<file path="src/rtl/ysyx_22041412_axi_arb_pkg.sv">
// rtl/ysyx_22041412_axi_arb_pkg.sv - shared types, constants and helpers for the AXI request arbiter
// Contents: channel FSM state type, arbitration mode constants, clog2 helper (minimum 1).
package ysyx_22041412_axi_arb_pkg;

    typedef enum logic {
        ST_IDLE = 1'b0,
        ST_BUSY = 1'b1
    } arb_state_e;

    localparam int ARB_FIXED = 0;
    localparam int ARB_RR    = 1;

    // Pointer width; never below 1 so a 1-bit pointer still exists for tiny configs.
    function automatic int clog2_min1(input int n);
        int r;
        r = 0;
        for (int i = 0; i < 31; i++) begin
            if ((1 << i) < n) r = i + 1;
        end
        return (r < 1) ? 1 : r;
    endfunction

endpackage

</file>
<file path="src/rtl/ysyx_22041412_rr_pick.sv">
// rtl/ysyx_22041412_rr_pick.sv - one-hot request picker, round-robin from a base pointer or fixed priority
// Ports: req (request vector), base (round-robin start index), rr_mode (1 = round-robin,
//        0 = lowest index wins), grant (one-hot, zero when no request).
module ysyx_22041412_rr_pick #(
    parameter int N  = 2,
    parameter int PW = 1
) (
    input  logic [N-1:0]  req,
    input  logic [PW-1:0] base,
    input  logic          rr_mode,
    output logic [N-1:0]  grant
);

    int   start;
    int   pos;
    logic found;

    // Walk positions start, start+1, ... wrapping at N; the first requester found wins.
    always_comb begin
        grant = '0;
        found = 1'b0;
        start = rr_mode ? int'(base) : 0;
        pos   = 0;
        for (int k = 0; k < N; k++) begin
            pos = start + k;
            if (pos >= N) pos = pos - N;
            for (int i = 0; i < N; i++) begin
                if (!found && req[i] && (i == pos)) begin
                    grant[i] = 1'b1;
                    found    = 1'b1;
                end
            end
        end
    end

endmodule

</file>
<file path="src/rtl/ysyx_22041412_axi_rr_arbiter.sv">
// rtl/ysyx_22041412_axi_rr_arbiter.sv - N-master read/write arbiter in front of the AXI master bridge
// Ports: clk, rst (async, active-high); per-master request bus m_valid/m_wen/m_addr/m_wdata/m_len/m_size
//        and response m_ready/m_rdata/m_last; bridge read side r_*/data_read_o, write side w_*/rw_w_data_i;
//        status rd_busy/wr_busy and sticky burst-length error flags rd_len_err/wr_len_err.
module ysyx_22041412_axi_rr_arbiter
    import ysyx_22041412_axi_arb_pkg::*;
#(
    parameter int NUM_MST        = 2,
    parameter int AXI_DATA_WIDTH = 64,
    parameter int AXI_ADDR_WIDTH = 32,
    parameter int ARB_MODE       = 1
) (
    input  logic                                clk,
    input  logic                                rst,
    input  logic [NUM_MST-1:0]                  m_valid,
    input  logic [NUM_MST-1:0]                  m_wen,
    input  logic [NUM_MST*AXI_ADDR_WIDTH-1:0]   m_addr,
    input  logic [NUM_MST*AXI_DATA_WIDTH-1:0]   m_wdata,
    input  logic [NUM_MST*8-1:0]                m_len,
    input  logic [NUM_MST*8-1:0]                m_size,
    output logic [NUM_MST-1:0]                  m_ready,
    output logic [NUM_MST*AXI_DATA_WIDTH-1:0]   m_rdata,
    output logic [NUM_MST-1:0]                  m_last,
    output logic                                r_valid_i,
    output logic [AXI_ADDR_WIDTH-1:0]           r_addr_i,
    output logic [7:0]                          r_size_i,
    output logic [7:0]                          r_len_i,
    output logic                                w_valid_i,
    output logic [AXI_ADDR_WIDTH-1:0]           w_addr_i,
    output logic [AXI_DATA_WIDTH-1:0]           rw_w_data_i,
    output logic [7:0]                          w_size_i,
    output logic [7:0]                          w_len_i,
    input  logic                                r_ready_o,
    input  logic                                r_last_i,
    input  logic [AXI_DATA_WIDTH-1:0]           data_read_o,
    input  logic                                w_ready_o,
    input  logic                                w_last_i,
    output logic                                rd_busy,
    output logic                                wr_busy,
    output logic                                rd_len_err,
    output logic                                wr_len_err
);

    localparam int PW = clog2_min1(NUM_MST);
    localparam int AW = AXI_ADDR_WIDTH;
    localparam int DW = AXI_DATA_WIDTH;

    // Channel index 0 = read, 1 = write; both channels share one FSM description.
    arb_state_e          state_q [2];
    arb_state_e          state_d [2];
    logic [NUM_MST-1:0]  grant_q [2];
    logic [NUM_MST-1:0]  grant_d [2];
    logic [PW-1:0]       ptr_q   [2];
    logic [PW-1:0]       ptr_d   [2];
    logic [7:0]          cnt_q   [2];
    logic [7:0]          cnt_d   [2];
    logic                err_q   [2];
    logic                err_d   [2];

    logic [NUM_MST-1:0]  cand     [2];
    logic [NUM_MST-1:0]  pick     [2];
    logic                ch_ready [2];
    logic                ch_last  [2];
    logic                g_ok     [2];
    logic [PW-1:0]       g_idx    [2];
    logic [PW-1:0]       ptr_next [2];
    logic [AW-1:0]       g_addr   [2];
    logic [7:0]          g_len    [2];
    logic [7:0]          g_size   [2];
    logic [DW-1:0]       g_wdata;

    assign cand[0]     = m_valid & ~m_wen;
    assign cand[1]     = m_valid & m_wen;
    assign ch_ready[0] = r_ready_o;
    assign ch_ready[1] = w_ready_o;
    assign ch_last[0]  = r_last_i;
    assign ch_last[1]  = w_last_i;

    for (genvar c = 0; c < 2; c++) begin : g_pick
        ysyx_22041412_rr_pick #(
            .N  (NUM_MST),
            .PW (PW)
        ) u_pick (
            .req     (cand[c]),
            .base    (ptr_q[c]),
            .rr_mode (ARB_MODE == ARB_RR),
            .grant   (pick[c])
        );
    end

    // Grant is one-hot (or zero outside BUSY), so an AND-OR mux suffices and yields 0 when idle.
    always_comb begin
        g_wdata = '0;
        for (int c = 0; c < 2; c++) begin
            g_addr[c] = '0;
            g_len[c]  = '0;
            g_size[c] = '0;
            g_idx[c]  = '0;
            for (int i = 0; i < NUM_MST; i++) begin
                if (grant_q[c][i]) begin
                    g_addr[c] = g_addr[c] | m_addr[i*AW +: AW];
                    g_len[c]  = g_len[c]  | m_len[i*8 +: 8];
                    g_size[c] = g_size[c] | m_size[i*8 +: 8];
                    g_idx[c]  = g_idx[c]  | PW'(i);
                end
            end
            // Granted master still asking for this channel; false means cancel.
            g_ok[c]     = |(grant_q[c] & cand[c]);
            ptr_next[c] = (int'(g_idx[c]) == NUM_MST - 1) ? '0 : g_idx[c] + PW'(1);
        end
        for (int i = 0; i < NUM_MST; i++) begin
            if (grant_q[1][i]) g_wdata = g_wdata | m_wdata[i*DW +: DW];
        end
    end

    always_comb begin
        for (int c = 0; c < 2; c++) begin
            state_d[c] = state_q[c];
            grant_d[c] = grant_q[c];
            ptr_d[c]   = ptr_q[c];
            cnt_d[c]   = cnt_q[c];
            err_d[c]   = err_q[c];
            case (state_q[c])
                ST_IDLE: begin
                    if (|cand[c]) begin
                        grant_d[c] = pick[c];
                        cnt_d[c]   = '0;
                        state_d[c] = ST_BUSY;
                    end
                end
                ST_BUSY: begin
                    if (!g_ok[c]) begin
                        // Master withdrew mid-burst: release without length check.
                        grant_d[c] = '0;
                        ptr_d[c]   = ptr_next[c];
                        cnt_d[c]   = '0;
                        state_d[c] = ST_IDLE;
                    end else if (ch_ready[c]) begin
                        if (ch_last[c]) begin
                            if (cnt_q[c] != g_len[c]) err_d[c] = 1'b1;
                            grant_d[c] = '0;
                            ptr_d[c]   = ptr_next[c];
                            cnt_d[c]   = '0;
                            state_d[c] = ST_IDLE;
                        end else begin
                            cnt_d[c] = cnt_q[c] + 8'd1;
                        end
                    end
                end
                default: state_d[c] = ST_IDLE;
            endcase
        end
    end

    always_ff @(posedge clk or posedge rst) begin
        if (rst) begin
            for (int c = 0; c < 2; c++) begin
                state_q[c] <= ST_IDLE;
                grant_q[c] <= '0;
                ptr_q[c]   <= '0;
                cnt_q[c]   <= '0;
                err_q[c]   <= 1'b0;
            end
        end else begin
            for (int c = 0; c < 2; c++) begin
                state_q[c] <= state_d[c];
                grant_q[c] <= grant_d[c];
                ptr_q[c]   <= ptr_d[c];
                cnt_q[c]   <= cnt_d[c];
                err_q[c]   <= err_d[c];
            end
        end
    end

    always_comb begin
        m_ready = '0;
        m_last  = '0;
        m_rdata = '0;
        for (int i = 0; i < NUM_MST; i++) begin
            m_ready[i] = (grant_q[0][i] & r_ready_o) | (grant_q[1][i] & w_ready_o);
            m_last[i]  = (grant_q[0][i] & r_last_i)  | (grant_q[1][i] & w_last_i);
            if (grant_q[0][i]) m_rdata[i*DW +: DW] = data_read_o;
        end
    end

    assign r_valid_i   = g_ok[0];
    assign r_addr_i    = g_addr[0];
    assign r_size_i    = g_size[0];
    assign r_len_i     = g_len[0];
    assign w_valid_i   = g_ok[1];
    assign w_addr_i    = g_addr[1];
    assign rw_w_data_i = g_wdata;
    assign w_size_i    = g_size[1];
    assign w_len_i     = g_len[1];
    assign rd_busy     = (state_q[0] == ST_BUSY);
    assign wr_busy     = (state_q[1] == ST_BUSY);
    assign rd_len_err  = err_q[0];
    assign wr_len_err  = err_q[1];

endmodule

</file>
<file path="config.mk">
export PLATFORM = sky130hd
export DESIGN_NAME = ysyx_22041412_axi_rr_arbiter
export DESIGN_NICKNAME = d
export VERILOG_FILES = /design/src/rtl/ysyx_22041412_axi_arb_pkg.sv /design/src/rtl/ysyx_22041412_rr_pick.sv /design/src/rtl/ysyx_22041412_axi_rr_arbiter.sv
export SDC_FILE = /design/constraint.sdc
export NUM_CORES = 1
export LEC_CHECK = 0
export BUFFER_PORTS_ARGS = -buffer_cell sky130_fd_sc_hd__buf_4
export CORE_AREA = 2 2 234 236
export CTS_CLUSTER_SIZE = 24
export DETAILED_ROUTE_END_ITERATION = 12
export DIE_AREA = 0 0 236 238
export GPL_TIMING_DRIVEN = 0
export MAX_ROUTING_LAYER = met4
export SKIP_LAST_GASP = 1
export SYNTH_ARGS = -nofsm -noshare
export SYNTH_HDL_FRONTEND = slang
export SYNTH_SLANG_ARGS = --single-unit
</file>
<file path="constraint.sdc">
create_clock -name clk -period 3.7 [get_ports clk]
set_input_delay 0.185 -clock clk [delete_from_list [all_inputs] [get_ports clk]]
set_output_delay 0.185 -clock clk [all_outputs]
set_load 0.02 [all_outputs]
</file>
==> impl_metrics.toml, run 1 <==
[synthesis]
syn_area_mm2 = 0.00400
synth_top_area_share_pct = 35.4
ys_top_cells_by_area = "a22o_1 35%, and2_1 20%, dfrtp_1 16%"
synthCells = 519
synth_top_area_cell = "a22o_1"
ys_types = 44
synth_seq_cells = 26
yosysSeqAreaShare_pct = 16.3
syn-num-nets = 819
ys_warn_count = 0
synth_area_per_cell_um2 = 7.71

[floorplan]
die_w_um = 236
die_y_um = 238
ioPinCount = 596
die-area_mm2 = 0.0562
start_util_pct = 7.48
core.rowCount = 85
core-area_mm2 = 0.0535

[detailed_routing]
wl_mm = 40.0
drc_errors = 0
viasPerCell = 3.79
num_vias = 6913
drtIter0Drc = 328
wl_per_cell_um = 21.9
ant_nets = 0
dr.pass1.iters = 4

[cts]
cts-resized-gates = 0
cts.sinks = 26
clk_latency_ns = 0.26
cts_setup_buffers = 0
path_clk_slew_ns = 0.07
cts_buffers = 3
ctsLongestPathBuffers = 2
cts_tree = "built"
clockRootBuffer = "clkbuf_16"
cts_max_level = 1
hold_buffers = 0

[final_layout]
syn2layout_area_growth_pct = 136
layout-drive-gt1-share_pct = 55.2
layout.nets = 1419
final_cell_mix = "597 x buf_4, 162 x a22o_1, 128 x and2_1, 30 x clkbuf_1, 27 x nand2_1"
fillCellCount = 6051
multi_input_area_mm2 = 0.00308
register_area_um2 = 651
mostFrequentLayoutCell = "buf_4"
fin_util_pct = 17.7

[worst_setup_path]
critPathArrivalTime_ns = 2.65
crit_fanout = 10
critPathLaunchType = "register"
slowest_stage = "buf_1"
path_common_cell = "buf_2"
critPathCaptureType = "output pin"
critPathMaxStageDelay_ns = 0.64
worstPathCellList = "buf_2 -> buf_2 -> buf_1 -> clkbuf_1 -> and2_1 -> buf_4"
cp.required_ns = 3.51
critPathKind = "reg2out"

[sta]
maxSlewHeadroom_pct = 29.7
rsz0062_at_grt = "no"
final.setup.tns_ns = 0
min_period_ns = 2.84
hold_viol = 0
drv_slew = 0
fmax_ghz = 0.352
setup_violations = 0
worst_slew_pin_slew_ns = 1.05
clock_skew_ns = 0.00326
min_period_over_period_pct = 76.7

[global_route]
grt_pass1_wl_mm = 52.9
grt_overflow = 0
grtUsageMet2_pct = 22.0
first_global_vias = 6774
grtUsageMet1_pct = 16.8
gr-usage-all-layers_pct = 13.5
antenna_found_initial = 10
busiest_layer = "met2"
grt_max_degree = 27
use_met3_pct = 2.52

[power]
power_density_mw_per_mm2 = 539
leakagePower_nw = 4.86
peakVddDrop_mv = 0.321
p_total_w = 0.00510

[outcome]
status = "finished clean"

[placed_design]
numPortBuffers = 595
dp_hpwl_mm = 36.1
place.gp.congestion = 0.914

[flow_run]
maxCapViolCount = 0

[worst_hold_path]
worstHoldPathType = "in2async"
==> through the flow <==
stage               cell area, µm²  worst slack [ns]  hold WS (ns)  cells
floorplan                     4000              1.87         0.225    519
global placement              9340              1.03         0.455   1810
detailed placement            9340              1.02         0.462   1810
CTS                           9430             0.726         0.230   1814
global route                  9450             0.624         0.282   1822
finish                        9450             0.862         0.186   1824
==> worst max-delay path: cells and delay by family, from the launching register on <==
kind | cells | cell delay [ns]
flip-flops | 1 | 0.32
buffers and inverters | 5 | 1.84
AND/OR/NAND/NOR | 1 | 0.21
==> power by group <==
part / leakage, nW / switching, W / total [W] / internal [W]
Combinational: 4.47 / 0.00272 / 0.00448 / 0.00175
Clock: 0.0442 / 0.000104 / 0.000270 / 0.000166
Sequential: 0.345 / 0.0000229 / 0.000350 / 0.000327
==> state kept, by name (all words and copies together) (netlist names) <==
name and count:
cnt_q 16, grant_q 4, ptr_q 2, rd_busy 1
rd_len_err 1, wr_busy 1, wr_len_err 1
==> kinds of logic (layout without fill, tap and decap cells) <==
| logic type | Yosys count | after routing | synth area share, % |
|---|---|---|---|
| AND/OR/NAND/NOR | 196 | 196 | 28.7 |
| AO/OA/AOI/OAI | 213 | 213 | 44.6 |
| multiplexers | 1 | 1 | 0.250 |
| adder cells (fa/ha/maj) | 2 | 2 | 0.625 |
| flip-flops | 26 | 26 | 16.3 |
| other | 0 | 10 | 0 |
| XOR/XNOR | 12 | 12 | 2.63 |
| buffers and inverters | 69 | 668 | 6.88 |
==> worst paths after layout <==
check / start / endpoint / slack, ns / cells past startpoint
max in group asynchronous: rst / cnt_q[14]$_DFFE_PP0P_ / 2.88 / 2
worst max-delay path: grant_q[3]$_DFFE_PP0P_ / m_rdata[89] / 0.86 / 6
worst min register to register: rd_len_err$_DFFE_PP0P_ / rd_len_err$_DFFE_PP0P_ / 0.48 / 1
worst min-delay path: rst / rd_len_err$_DFFE_PP0P_ / 0.19 / 2
min in group clk: m_wen[0] / grant_q[3]$_DFFE_PP0P_ / 0.27 / 3
worst max register to register: grant_q[3]$_DFFE_PP0P_ / rd_len_err$_DFFE_PP0P_ / 1.59 / 7
==> final cells by class <==
| class | count | share of cell area (%) |
|---|---|---|
| well taps | 696 | 9.21 |
| inverters | 14 | 0.556 |
| plain buffers | 55 | 2.36 |
| flip-flops and latches | 26 | 6.88 |
| diodes | 10 | 0.265 |
| clock buffers | 4 | 0.940 |
| multi-input cells | 424 | 32.5 |
| repair buffers | 595 | 47.2 |
==> metal layers <==
layer	share of wire (%)	wire length, µm
met1	42	16900
met2	48	19000
met3	6.6	2650
met4	3.5	1400
met5	0	0
==> Yosys cell counts (all sizes together) <==
cell type  number
xor2            8
nand2b          2
nand2          27
nor3            3
mux2i           1
o31ai           3
or3             8
nor3b           2
or2             6
and3            2
o21ai          13
a41o            1
nor2            1
nor2b           4
and2          128
a31oi           3
a221o           2
nand4           1
xnor2           4
o311ai          1
a22o          162
a21boi          1
a2111oi         4
nand3          10
a211oi          2
a21o            6
a311oi          1
ha              2
a211o           2
nand3b          2
inv            14
dfrtp          26
clkbuf         30
a31o            1
a21oi          10
buf            25
o2111a          1
No activity file was read; power rests on OpenSTA's default activity.
==> run 2: changes to the inputs <==
==> constraint.sdc (replaced) <==
create_clock -name clk -period 2.8 [get_ports clk]
set_input_delay 0.14 -clock clk [delete_from_list [all_inputs] [get_ports clk]]
set_output_delay 0.14 -clock clk [all_outputs]
set_load 0.02 [all_outputs]
==> run 2 against run 1 <==
  * Routed wire length down 1.2%
  * Clock-buffer cell count unchanged
  * Die area unchanged
  * Sequential power rose by 32%
  * Core utilization barely moved
  * First-iteration DRC count rose by 18%
  * Via count up 0.46%
  * Global-route usage down 0.11 points
  * Clock power grew 32%
  * Non-clock buffer count is 3 lower
  * Worst hold slack worse by 0.041 ns
  * Total power increased by 32%
  * Largest power group unchanged
==> impl_metrics.toml, run 2 (synthesized netlist as in run 1, its figures left out) <==
[outcome]
status = "finished clean"

[floorplan]
start_util_pct = 7.48
die_y_um = 238
die-area_mm2 = 0.0562
die_w_um = 236
core-area_mm2 = 0.0535
ioPinCount = 596
core.rowCount = 85

[worst_setup_path]
critPathArrivalTime_ns = 2.49
worstPathCellList = "buf_2 -> buf_2 -> buf_1 -> a22o_1 -> buf_4"
slowest_stage = "buf_1"
critPathCaptureType = "output pin"
crit_fanout = 20
path_common_cell = "buf_2"
critPathKind = "reg2out"
critPathMaxStageDelay_ns = 0.56
cp.required_ns = 2.66
critPathLaunchType = "register"

[final_layout]
mostFrequentLayoutCell = "buf_4"
syn2layout_area_growth_pct = 136
largest_reg_flops = 16
layout.nets = 1416
top_regs = "cnt_q x16, grant_q x4, ptr_q x2"
top_register = "cnt_q"
layout-drive-gt1-share_pct = 55.5
final_cell_mix = "597 x buf_4, 162 x a22o_1, 128 x and2_1, 28 x clkbuf_1, 27 x nand2_1"

[cts]
path_clk_slew_ns = 0.07
clk_latency_ns = 0.26
cts.sinks = 26
cts_setup_buffers = 0
clockRootBuffer = "clkbuf_16"
cts_buffers = 3
cts_max_level = 1
ctsLongestPathBuffers = 2
cts_tree = "built"

[sta]
fmax_ghz = 0.381
maxSlewHeadroom_pct = 29.1
hold_viol = 0
clock_skew_ns = 0.00324
drv_slew = 0
min_period_ns = 2.63
min_period_over_period_pct = 93.8
setup_violations = 0
rsz0062_at_grt = "no"
worst_slew_pin_slew_ns = 1.06
final.setup.tns_ns = 0

[worst_hold_path]
worstHoldPathType = "in2async"

[detailed_routing]
viasPerCell = 3.81
drc_errors = 0
wl_mm = 39.5
dr.pass1.iters = 5
drtIter0Drc = 386
wl_per_cell_um = 21.7
num_vias = 6945
ant_nets = 0

[flow_run]
maxCapViolCount = 0

[global_route]
antenna_found_initial = 13
first_global_vias = 6793
gr-usage-all-layers_pct = 13.4
grt_pass1_wl_mm = 52.5
grt_max_degree = 27
grt_overflow = 0

[power]
leakagePower_nw = 4.86
power_density_mw_per_mm2 = 712
peakVddDrop_mv = 0.425
p_total_w = 0.00672

[placed_design]
numPortBuffers = 595
dp_hpwl_mm = 36.1
place.gp.congestion = 0.914
[run 2: cell count changes in the layout (fill, tap and decap cells not counted), sizes merged]
cell   previous run  this run
buf             620       617
diode            10        11
[run 2: routing by layer]
layer	GRT usage, %	part of all wire [%]	up-vias
met2	22.0	48	371
met1	16.1	41	3385
met3	3.44	7.5	40
li1	-	-	3149
met5	-	0	-
met4	4.27	3.1	0
[run 2: worst max-delay path: cells and delay by family (launching register included)]
| family | cells | cell delay [ns] |
|---|---|---|
| AO/OA/AOI/OAI | 1 | 0.35 |
| buffers and inverters | 4 | 1.52 |
| flip-flops | 1 | 0.32 |
[run 2: final cells by class]
cell class / count / area (µm²)
multi-input combinational: 424 / 3080
fill: 6047 / 44000
inverter: 14 / 52.6
buffer: 52 / 214
sequential: 26 / 651
timing repair buffer: 595 / 4470
clock buffer: 4 / 88.8
tap: 696 / 871
antenna: 11 / 27.5
[run 2: report_power, final]
part / switching (W) / total [W] / internal, W
registers: 0.0000303 / 0.000463 / 0.000432
clock network: 0.000137 / 0.000356 / 0.000219
logic: 0.00359 / 0.00590 / 0.00231
total: 0.00376 / 0.00672 / 0.00296
[run 2: repair_timing]
action / CTS / global route
setup endpoints to repair: 34 / 22
hold buffers: 0 / 0
gates resized for setup: 0 / 4
[run 2: worst paths after layout]
kind                                               end                    from  slack [ns]  cells past startpoint
worst max-delay path                    rw_w_data_i[3]  grant_q[0]$_DFFE_PP0P_        0.17                      5
worst min-delay path            rd_len_err$_DFFE_PP0P_                     rst        0.14                      2
worst max register to register  rd_len_err$_DFFE_PP0P_  grant_q[3]$_DFFE_PP0P_        0.57                      7
worst min register to register  rd_len_err$_DFFE_PP0P_  rd_len_err$_DFFE_PP0P_        0.48                      1
max in group asynchronous        cnt_q[12]$_DFFE_PP0P_                     rst        2.02                      2
min in group clk                grant_q[3]$_DFFE_PP0P_                m_wen[0]        0.22                      3
[run 2: stage by stage]
stage          hold WS (ns)  utilization (%)  cells  setup WS [ns]  area, µm²
2_1_floorplan         0.180                -    519          0.968       4000
3_5_place_dp          0.462             17.5   1810          0.164       9340
6_report              0.145             17.7   1822          0.173       9450
3_3_place_gp          0.442             17.5   1810          0.176       9340
4_1_cts               0.185             17.6   1812         0.0473       9420
5_1_grt               0.237             17.7   1821         0.0925       9450
